File: config.mk
export PLATFORM = sky130hd
export DESIGN_NAME = enum_seq_decoder_flat
export DESIGN_NICKNAME = d
export VERILOG_FILES = /design/src/rtl/enum_seq_decoder_if.sv /design/src/rtl/enum_seq_decoder.sv /design/src/flat_wrapper.sv
export SDC_FILE = /design/constraint.sdc
export NUM_CORES = 1
export LEC_CHECK = 0
export BUFFER_PORTS_ARGS = -buffer_cell sky130_fd_sc_hd__buf_4
export CORE_ASPECT_RATIO = 1.25
export CORE_MARGIN = 2
export CORE_UTILIZATION = 38
export CTS_CLUSTER_DIAMETER = 50
export CTS_CLUSTER_SIZE = 8
export DETAILED_ROUTE_END_ITERATION = 8
export PLACE_DENSITY = 0.71
export SYNTH_ARGS = -nofsm -noshare
export SYNTH_HDL_FRONTEND = slang
export SYNTH_SLANG_ARGS = --single-unit
File: constraint.sdc
create_clock -name clk -period 2 [get_ports clk]
set_input_delay 0.1 -clock clk [delete_from_list [all_inputs] [get_ports clk]]
set_output_delay 0.1 -clock clk [all_outputs]
set_load 0.05 [all_outputs]
File: src/rtl/enum_seq_decoder_if.sv
// rtl/enum_seq_decoder_if.sv - symbol input and event output handshake bundle for the enum sequence decoder
interface enum_seq_decoder_if #(
  parameter int SYM_W = 32
);
  logic             sym_valid;
  logic             sym_ready;
  logic [SYM_W-1:0] sym_data;
  logic             evt_valid;
  logic             evt_ready;
  logic [2:0]       evt_code;

  // Symbol source and event consumer side
  modport master (
    output sym_valid, sym_data, evt_ready,
    input  sym_ready, evt_valid, evt_code
  );

  // Decoder side
  modport slave (
    input  sym_valid, sym_data, evt_ready,
    output sym_ready, evt_valid, evt_code
  );
endinterface

File: src/rtl/enum_seq_decoder.sv
// rtl/enum_seq_decoder.sv - frame order checker for the START/SEQ/STOP enum symbol stream
module enum_seq_decoder #(
  parameter int SEQ_LEN  = 3,
  parameter int STOP_VAL = 100,
  parameter int SYM_W    = 32
) (
  input  logic                           clk,
  input  logic                           rst_n,
  enum_seq_decoder_if.slave              bus,
  output logic [$clog2(SEQ_LEN+1)-1:0]   seq_idx,
  output logic [15:0]                    frame_count,
  output logic                           busy
);
  localparam int IDX_W = $clog2(SEQ_LEN + 1);

  localparam logic [2:0] EV_DONE    = 3'd0;
  localparam logic [2:0] EV_UNEXP   = 3'd1;
  localparam logic [2:0] EV_SHORT   = 3'd2;
  localparam logic [2:0] EV_ORDER   = 3'd3;
  localparam logic [2:0] EV_LONG    = 3'd4;
  localparam logic [2:0] EV_RESTART = 3'd5;

  // STOP must not collide with any SEQ encoding, otherwise decode is ambiguous
  if (SEQ_LEN < 1) begin : g_bad_seq_len
    $error("enum_seq_decoder: SEQ_LEN must be at least 1");
  end
  if (STOP_VAL <= SEQ_LEN) begin : g_bad_stop_val
    $error("enum_seq_decoder: STOP_VAL must exceed SEQ_LEN");
  end

  typedef enum logic [1:0] {
    S_IDLE,
    S_SEQ,
    S_EXPECT_STOP
  } state_t;

  state_t           state, state_n;
  logic [IDX_W-1:0] idx_q, idx_n;
  logic [15:0]      frame_count_q, frame_count_n;
  logic             evt_valid_q, evt_valid_n;
  logic [2:0]       evt_code_q, evt_code_n;

  logic accept;
  logic is_start;
  logic is_stop;
  logic is_expected;
  logic is_last;

  // A symbol can only be taken when the event register is free or being drained
  assign bus.sym_ready = !evt_valid_q || bus.evt_ready;
  assign accept        = bus.sym_valid && bus.sym_ready;

  // Full-width unsigned decode: stray upper bits turn a symbol into OTHER
  assign is_start    = (bus.sym_data == '0);
  assign is_stop     = (bus.sym_data == SYM_W'(STOP_VAL));
  assign is_expected = (bus.sym_data == (SYM_W'(idx_q) + SYM_W'(1)));
  assign is_last     = (idx_q == IDX_W'(SEQ_LEN - 1));

  // Next-state, sequence index, frame counter and event register contents
  always_comb begin
    state_n       = state;
    idx_n         = idx_q;
    frame_count_n = frame_count_q;
    evt_valid_n   = evt_valid_q && !bus.evt_ready;
    evt_code_n    = evt_code_q;
    if (accept) begin
      case (state)
        S_IDLE: begin
          if (is_start) begin
            state_n = S_SEQ;
            idx_n   = '0;
          end else begin
            evt_valid_n = 1'b1;
            evt_code_n  = EV_UNEXP;
          end
        end
        S_SEQ: begin
          if (is_start) begin
            idx_n       = '0;
            evt_valid_n = 1'b1;
            evt_code_n  = EV_RESTART;
          end else if (is_expected) begin
            idx_n = idx_q + IDX_W'(1);
            if (is_last) begin
              state_n = S_EXPECT_STOP;
            end
          end else if (is_stop) begin
            state_n     = S_IDLE;
            idx_n       = '0;
            evt_valid_n = 1'b1;
            evt_code_n  = EV_SHORT;
          end else begin
            state_n     = S_IDLE;
            idx_n       = '0;
            evt_valid_n = 1'b1;
            evt_code_n  = EV_ORDER;
          end
        end
        S_EXPECT_STOP: begin
          if (is_stop) begin
            state_n     = S_IDLE;
            idx_n       = '0;
            evt_valid_n = 1'b1;
            evt_code_n  = EV_DONE;
            if (frame_count_q != 16'hFFFF) begin
              frame_count_n = frame_count_q + 16'd1;
            end
          end else if (is_start) begin
            state_n     = S_SEQ;
            idx_n       = '0;
            evt_valid_n = 1'b1;
            evt_code_n  = EV_RESTART;
          end else begin
            state_n     = S_IDLE;
            idx_n       = '0;
            evt_valid_n = 1'b1;
            evt_code_n  = EV_LONG;
          end
        end
        default: begin
          state_n = S_IDLE;
          idx_n   = '0;
        end
      endcase
    end
  end

  // State and event registers; reset drops any frame in progress and any pending event
  always_ff @(posedge clk or negedge rst_n) begin
    if (!rst_n) begin
      state         <= S_IDLE;
      idx_q         <= '0;
      frame_count_q <= '0;
      evt_valid_q   <= 1'b0;
      evt_code_q    <= 3'd0;
    end else begin
      state         <= state_n;
      idx_q         <= idx_n;
      frame_count_q <= frame_count_n;
      evt_valid_q   <= evt_valid_n;
      evt_code_q    <= evt_code_n;
    end
  end

  assign bus.evt_valid = evt_valid_q;
  assign bus.evt_code  = evt_code_q;
  assign seq_idx       = idx_q;
  assign frame_count   = frame_count_q;
  assign busy          = (state != S_IDLE);
endmodule

File: src/flat_wrapper.sv
// flat-port wrapper written by rule: the top's interface ports become plain ports
module enum_seq_decoder_flat 
#(
  parameter int SEQ_LEN  = 3,
  parameter int STOP_VAL = 100,
  parameter int SYM_W    = 32
)
  (clk, rst_n, seq_idx, frame_count, busy, bus_sym_valid, bus_sym_data, bus_evt_ready, bus_sym_ready, bus_evt_valid, bus_evt_code);
  enum_seq_decoder_if #(.SYM_W(SYM_W)) bus_i ();
  input  logic clk;
  input  logic rst_n;
  output logic [$clog2(SEQ_LEN+1)-1:0] seq_idx;
  output logic [15:0] frame_count;
  output logic busy;
  input wire logic [$bits(bus_i.sym_valid)-1:0] bus_sym_valid;
  input wire logic [$bits(bus_i.sym_data)-1:0] bus_sym_data;
  input wire logic [$bits(bus_i.evt_ready)-1:0] bus_evt_ready;
  output wire logic [$bits(bus_i.sym_ready)-1:0] bus_sym_ready;
  output wire logic [$bits(bus_i.evt_valid)-1:0] bus_evt_valid;
  output wire logic [$bits(bus_i.evt_code)-1:0] bus_evt_code;
  assign bus_i.sym_valid = bus_sym_valid;
  assign bus_i.sym_data = bus_sym_data;
  assign bus_i.evt_ready = bus_evt_ready;
  assign bus_sym_ready = bus_i.sym_ready;
  assign bus_evt_valid = bus_i.evt_valid;
  assign bus_evt_code = bus_i.evt_code;
  enum_seq_decoder #(.SEQ_LEN(SEQ_LEN), .STOP_VAL(STOP_VAL), .SYM_W(SYM_W)) u_core (.clk(clk), .rst_n(rst_n), .bus(bus_i), .seq_idx(seq_idx), .frame_count(frame_count), .busy(busy));
endmodule
# Word-level counts from Yosys, hierarchy flattened
# Index checks and enable logic that the tools add are counted.
[word_totals] ff_bits=24 elab_cells=55 input_bits=36 out_inout_bits=24
[op_classes] n_reduce_logical=13 mux=23 n_addsub=3 n_eq_ne=11
[ops] op="32-bit == test" n=1
[ops] op="32-bit by 7-bit == test with 1-bit output, second input constant" n=1
[ops] op="32-bit zero test" n=1
[ops] op="16-bit by 1-bit adder with 16-bit output, second input constant" n=1
[ops] op="2-bit two-way mux" n=8
[ops] op="16-bit inequality test, second input constant" n=1
[ops] op="3-bit two-way mux" n=4
[ops] op="4-bit AND reduction" n=3
[ops] op="3-bit one-hot mux with 3 select lines" n=1
[ops] op="1-bit two-way mux" n=7
[ops] op="2-bit one-hot mux with 3 select lines" n=1
[ops] op="2-bit == test, second input constant" n=2
[ops] op="2-bit inequality test, second input constant" n=2
[ops] op="2-bit one-hot mux with 2 select lines" n=1
[ops] op="2-bit by 1-bit adder with 3-bit output, second input constant" n=1
[ops] op="3-bit by 2-bit inequality test with 1-bit output, second input constant" n=1
[ops] op="3-bit inequality test, second input constant" n=1
[ops] op="1-bit one-hot mux with 3 select lines" n=1
[ops] op="3-bit nonzero test" n=1
[ops] op="2-bit by 1-bit adder with 2-bit output, second input constant" n=1
[ops] op="2-bit by 1-bit == test with 1-bit output, second input constant" n=1
[ops] op="1-bit logical AND" n=2
[ops] op="1-bit zero test" n=2
[ops] op="2-bit zero test" n=1
[ops] op="4 further kinds" n=4

# Logic depth before layout (Yosys ltp)
# Gate-level depths: netlist of the first run.
[depth] ltp_word=6 mapped_depth=9 mapped_depth_nobuf=8

# Worst setup path after synthesis of the first run
# Ideal clock, no wire load.
[synth_timing] path_kind="register to register" startpoint="reg u_core.idx_q[0] (netlist: u_core.seq_idx[0])" endpoint="reg u_core.evt_code_q[0] (netlist: u_core.bus.evt_code[0])" synth_period_minus_slack_ns=2.538 arrival_time_ns=2.413 path_slack_ns=-0.538 setup_time_ns=0.125 n_path_buf=0 required_ns=1.875 path_stages_with_launch=9 path_cell_list="dfrtp_1 > inv_1 > ha_1 > xnor2_1 > or4_4 > nor2_2 > nand2_1 > and3_4 > mux2_4"
[synth_via] elab_chain_cells=4
[synth_rtl] item="from (decl)" line_no="enum_seq_decoder.sv:38" source="logic [IDX_W-1:0] idx_q, idx_n;"
[synth_rtl] item="from (signal assigned)" line_no="enum_seq_decoder.sv:138" source="idx_q <= idx_n;"
[synth_rtl] item="2-bit by 1-bit adder with 3-bit output" line_no="enum_seq_decoder.sv:56" source="assign is_expected = (bus.sym_data == (SYM_W'(idx_q) + SYM_W'(1)));"
[synth_rtl] item="32-bit == test" line_no="enum_seq_decoder.sv:56"
[synth_rtl] item="3-bit by 2-bit inequality test with 1-bit output (no line)"
[synth_rtl] item="4-bit AND reduction (no line)"
[synth_rtl] item="to (signal assigned)" line_no="enum_seq_decoder.sv:141" source="evt_code_q <= evt_code_n;"
[synth_rtl] item="to (decl)" line_no="enum_seq_decoder.sv:41" source="logic [2:0] evt_code_q, evt_code_n;"
# No other way between the ends.
# A chain may end at the register's enable or synchronous reset.

# Worst setup path after layout of the first run
# Ends and elaborated chain as after synthesis.

==> results.cfg, run 1 <==
[power_and_ir_drop]
leakage_uw = 0.00101
p_total_uw = 1440
power_density_mw_per_mm2 = 658
max-vdd-ir-drop_mv = 0.390

[sta]
worstMarginPinSlew_ns = 0.440
fin_crit_ns = 2.14
fmax_ghz = 0.467
slew_headroom_pct = 70.4
min_period_over_period_pct = 107
rsz0062_at_grt = true
drv_slew = 0
setup_violations = 7
finalClockSkew_ns = 0.00263
holdWs_ns = 0.177
setup_slack_ns = -0.139
hold_viol = 0

[cts]
cts_buffer_depth = 2
clk_latency_ns = 0.27
cts_inserted_buffers = 3
cts_sinks = 24
h-tree-depth = 1
cts_tree = yes
clkTransAtPathRegs_ns = 0.08
cts_root_buffer = clkbuf_8

[layout]
final_area_mm2 = 0.00219
fin_cells = 256
layout-drive-gt1-share_pct = 51.4
fin_nets = 260
area_growth_pct = 48.9
antennaDiodeCount = 0

[worst_setup_path]
crit-reg2reg-launch = u_core.seq_idx[0]
cp-start-kind = flip-flop
cp_max_fo = 3
timing.rr.end = u_core.bus.evt_code[0]
crit_buf_inv = 1
crit_chain = inv_2 -> ha_4 -> xnor2_2 -> or4_4 -> nor2_4 -> nand2_2 -> and3_4 -> mux2_4
regToRegSetupSlack_ns = -0.14
cp.depth = 8
crit_type = reg2reg
critPathLaunch = u_core.seq_idx[0]
cpMaxStageDelayCell = or4_4
critPathTopFamily = simple AND/OR/NAND/NOR gates
required_ns = 2.16
crit_arrival_ns = 2.30
cp-endpoint = u_core.bus.evt_code[0]
r2r_cells = 8
max_stage_delay_ns = 0.51
endpoint_kind = flip-flop

[drt]
via_per_inst = 5.48
drt_first_pass_iters = 4
route.detailed.drc = 0
wire_per_inst_um = 14.1
dr_total_vias = 1402
wl_um = 3620
ant_nets = 0
drt_iter0_markers = 32

[place]
port_buffers = 59
dpl_cell_area_mm2 = 0.00205
dp_hpwl_um = 2880
routabilityCongestion = 0.899
dp.cells = 246

[status]
violations = setup timing
status = complete, but fails checks

[die]
initial_core_util_pct = 39.1
die_h_um = 73.5
core-area_mm2 = 0.00375
die_w_um = 59.6
fp.dieArea_mm2 = 0.00438
num_io_pins = 60
fp-row-count = 25

[min_path]
worst_hold_startpoint = bus_evt_ready
worstHoldPathType = in2reg

[global_routing]
grt_pass1_wl_um = 5830
gr-total-overflow = 0
grt_pass1_vias = 1364
antenna_found_initial = 0
grt_use_total_pct = 17.1
grt_max_degree = 25

[logic_synthesis]
synth_top_area_share_pct = 40.9
syn_inst = 139
synthFlopType = dfrtp_1
syn_avg_cell_area_um2 = 10.6
async_reset_ff_share_pct = 100
yosysWarnings = 0
synth_most_common_cell = dfrtp_1
synth.distinct_cells = 38
syn_area_mm2 = 0.00147
synth_top_cell_by_area = dfrtp_1
synthTopCellsByArea = dfrtp_1, xnor2_1, ha_1
synth.net_count = 182
ys_ff_latch = 24
yosysSeqAreaShare_pct = 40.9
synth_commonest_cells = dfrtp_1, xnor2_1, nand2_1
synth_edf_count = 0

[flow_run]
maxCapViolCount = 0
## power breakdown
part	total, µW	internal [µW]	switching, µW	leakage, µW
combinational	548	224	325	0.000663
clock	332	176	156	0.0000288
sequential	559	524	34.9	0.000317
total	1440	923	515	0.00101
## state kept, by name, indices dropped and copies added (netlist names)
name                  count
u_core.frame_count       16
u_core.bus.evt_valid      1
u_core.bus.evt_code       3
u_core.state              2
u_core.seq_idx            2
## worst min-delay path, cell delays in order
cell      delay [ns]
buf_4           0.07
nand2b_2        0.15
o31ai_1         0.08
## layer usage
metal  vias to the layer above  global-route usage, %  share of wire [%]
li1                        659                      -                  -
met1                       665                   21.2                 39
met2                        74                   30.2                 50
met3                         4                   3.35                 11
met4                         0                   4.20               0.91
met5                         -                      0                  0
## cell usage in the layout (no fill, tap or decap), types with 2 or more instances in the layout
cell,Yosys,final
nand2_1,14,13
a21oi_1,3,2
mux2i_1,2,2
and3_1,3,3
clkbuf_8,0,4
nand3_1,10,9
xor2_1,2,2
nor4_1,2,2
and4_1,2,2
nor4_2,6,6
mux2_4,2,3
nor3_2,2,2
nand4_1,8,8
and2_1,2,2
nor3_1,2,2
ha_1,7,6
inv_1,5,4
buf_4,1,73
dfrtp_1,24,19
xnor2_1,16,15
nor2_1,5,4
a221oi_2,1,2
nor2_4,0,2
nand3_2,1,2
dfrtp_2,0,5
## stage by stage
step                util [%]  setup WS (ns)  TNS [ns]
finish                  58.2         -0.139    -0.627
detailed placement      54.7         -0.127    -0.385
global route            58.2         -0.225     -1.29
CTS                     56.8         -0.135    -0.435
global placement        54.7        -0.0797    -0.183
floorplan                  -         -0.256    -0.863
## kinds of logic (layout without fill, tap and decap cells)
family	after synthesis	in the layout	share of synthesized area (%)
AOI/OAI and AO/OA	11	11	5.71
xor gates and xnor gates	18	18	10.7
adders and majority gates	7	7	5.97
buffers and inverters	7	84	2.56
DFF	24	24	40.9
muxes	7	7	5.71
and+or+nand+nor	65	65	28.4
## repair_timing
action                                  4_1_cts  5_1_grt
pin swaps                                     0        1
endpoints found under the setup margin        6        8
setup buffers                                 2        3
hold buffers                                  1        0
gates resized for setup                       0        7
endpoints found under the hold margin        24        0
## worst min-delay path by stage
stage	endpoint	depth (start not counted)
after global placement	u_core.frame_count[3]	1
after floorplan	u_core.bus.evt_code[0]	0
final	u_core.bus.evt_valid	3
after detailed placement	u_core.frame_count[3]	1
after CTS	u_core.bus.evt_valid	3
after global routing	u_core.bus.evt_valid	3
## layout make-up
type,instances,area [µm²]
clock buffers,4,55.1
fillers,349,1570
inverters,5,18.8
multi-input cells,108,886
flip-flops and latches,24,607
well taps,40,50.0
repair buffers,75,569
(Power assumes the default switching activity.)
==> inputs of run 2 (changes only) <==
--- a/config.mk
+++ b/config.mk
@@ -6,13 +6,15 @@
 export NUM_CORES = 1
 export LEC_CHECK = 0
 export BUFFER_PORTS_ARGS = -buffer_cell sky130_fd_sc_hd__buf_4
+export CELL_PAD_IN_SITES_DETAIL_PLACEMENT = 1
+export CELL_PAD_IN_SITES_GLOBAL_PLACEMENT = 2
 export CORE_ASPECT_RATIO = 1.25
 export CORE_MARGIN = 2
-export CORE_UTILIZATION = 38
+export CORE_UTILIZATION = 25
 export CTS_CLUSTER_DIAMETER = 50
 export CTS_CLUSTER_SIZE = 8
 export DETAILED_ROUTE_END_ITERATION = 8
-export PLACE_DENSITY = 0.71
+export PLACE_DENSITY = 0.77
 export SYNTH_ARGS = -nofsm -noshare
 export SYNTH_HDL_FRONTEND = slang
 export SYNTH_SLANG_ARGS = --single-unit
==> run 2 against run 1 <==
  * The flow still finishes with violations (setup timing)
  * Hold slack worse by 0.0098 ns
  * Clock skew rose by 0.0022 ns
  * Final area grew 3.6%
  * Wire length increased by 11%
  * Largest cell class unchanged
  * Worst setup slack better by 0.012 ns
  * Sequential share of layout area shrank 0.97 points
==> results.cfg, run 2 (same netlist as run 1, synthesis figures left out) <==
[status]
status = complete, but fails checks
violations = setup timing

[layout]
layout_common_cells = buf_4, dfrtp_1, xnor2_1
area_growth_pct = 54.3
largest_register_ffs = 16
layout_commonest_cell = buf_4
antennaDiodeCount = 0
fin_nets = 266
final_core_util_pct = 39.5
layout-drive-gt1-share_pct = 52.3

[worst_setup_path]
cp-start-kind = flip-flop
crit_type = reg2reg
max_stage_delay_ns = 0.51
critPathTopFamily = simple AND/OR/NAND/NOR gates
crit_arrival_ns = 2.28
endpoint_kind = flip-flop
crit_buf_inv = 1
crit_chain = inv_2 -> ha_4 -> xnor2_2 -> or4_4 -> nor2_4 -> nand2_2 -> and3_4 -> mux2_4
cpMaxStageDelayCell = or4_4
cp_max_fo = 3
required_ns = 2.15

[sta]
fin_crit_ns = 2.13
worstMarginPinSlew_ns = 0.324
rsz0062_at_grt = true
setup_slack_ns = -0.127
finalClockSkew_ns = 0.00484
setup-tns-final_ns = -0.627
setup_violations = 7
slew_headroom_pct = 78.4
fmax_ghz = 0.470
drv_slew = 0
holdWs_ns = 0.167
min_period_over_period_pct = 106
hold_viol = 0

[drt]
via_per_inst = 4.88
drt_iter0_markers = 20
route.detailed.drc = 0
wire_per_inst_um = 14.0
drt_first_pass_iters = 4
wl_um = 4030
ant_nets = 0
dr_total_vias = 1405

[place]
dp_hpwl_um = 3240
routabilityCongestion = 0.762
dpl_worst_slack_ns = -0.120
port_buffers = 59

[die]
die_w_um = 72.5
initial_core_util_pct = 25.6
fp-row-count = 31
fp.dieArea_mm2 = 0.00650
core-area_mm2 = 0.00574
num_io_pins = 60
die_h_um = 89.7

[global_routing]
grt_use_total_pct = 12.7
grt_pass1_wl_um = 6560
antenna_found_initial = 0
grt_max_degree = 25
grt_pass1_vias = 1465
gr-total-overflow = 0

[power_and_ir_drop]
power_density_mw_per_mm2 = 640
max-vdd-ir-drop_mv = 0.234
leakage_uw = 0.00104

[flow_run]
maxCapViolCount = 0

[cts]
clkTransAtPathRegs_ns = 0.09
cts_inserted_buffers = 3
cts_sinks = 24
h-tree-depth = 1
clk_latency_ns = 0.26
cts_buffer_depth = 2
cts_tree = yes
cts_root_buffer = clkbuf_8

[min_path]
worstHoldPathType = in2reg
## run 2: cell types whose count changed in the layout (fill, tap and decap cells not counted)
| cell | change |
|---|---|
| mux2_2 | +1 |
| buf_4 | +5 |
| nor2_1 | +1 |
| buf_12 | +1 |
| mux2_4 | -1 |
| nor2_4 | -1 |
## run 2: path summary, 6_finish.rpt
path	start	endpoint	depth (start not counted)	slack, ns
setup / recovery	u_core.seq_idx[0]	u_core.bus.evt_code[0]	8	-0.13
hold / removal	bus_evt_ready	u_core.bus.evt_valid	3	0.17
setup reg to reg	u_core.seq_idx[0]	u_core.bus.evt_code[0]	8	-0.13
hold reg to reg	u_core.frame_count[5]	u_core.frame_count[5]	1	0.49
max in group asynchronous	rst_n	u_core.frame_count[0]	2	1.45
min in group asynchronous	rst_n	u_core.bus.evt_code[0]	2	0.27
## run 2: routing by layer
metal,global-route usage [%],part of all wire [%],vias to the layer above
met5,0,0,-
met4,2.53,0.60,0
met3,2.46,7.5,2
met2,24.0,52,55
met1,14.8,40,677
li1,-,-,671
## run 2: what timing repair did
| item | 4_1_cts | 5_1_grt |
|---|---|---|
| endpoints found under the setup margin | 6 | 8 |
| hold buffers | 1 | 0 |
| hold endpoints to repair | 24 | 0 |
| setup buffers | 2 | 5 |
| gates resized for setup | 0 | 4 |
| pin swaps | 0 | 2 |
## run 2: power by group
part           internal (µW)  total (µW)  switching, µW  leakage [µW]
combinational            237         565            328      0.000693
clock                    175         326            151     0.0000288
sequential               524         559           34.9      0.000317
## run 2: per-stage QoR
| step | power (µW) | cell area (µm²) | std cells |
|---|---|---|---|
| final | 1450 | 2260 | 288 |
| after global routing | 1540 | 2260 | 288 |
| after CTS | 1470 | 2210 | 283 |
| after detailed placement | 1130 | 2130 | 276 |
| after global placement | 1120 | 2130 | 276 |
| after floorplan | 909 | 1500 | 139 |
## run 2: worst register-to-register path: stages (launching register included)
cell,delay (ns)
dfrtp_2,0.43
inv_2,0.08
ha_4,0.21
xnor2_2,0.12
or4_4,0.51
nor2_4,0.13
nand2_2,0.06
and3_4,0.18
mux2_4,0.29
## run 2: final cells by class
type,count,area [µm²]
multi-input cells,108,875
fillers,674,3480
well taps,66,82.6
repair buffers,81,627
flip-flops and latches,24,607
clock buffers,4,55.1
inverters,5,18.8
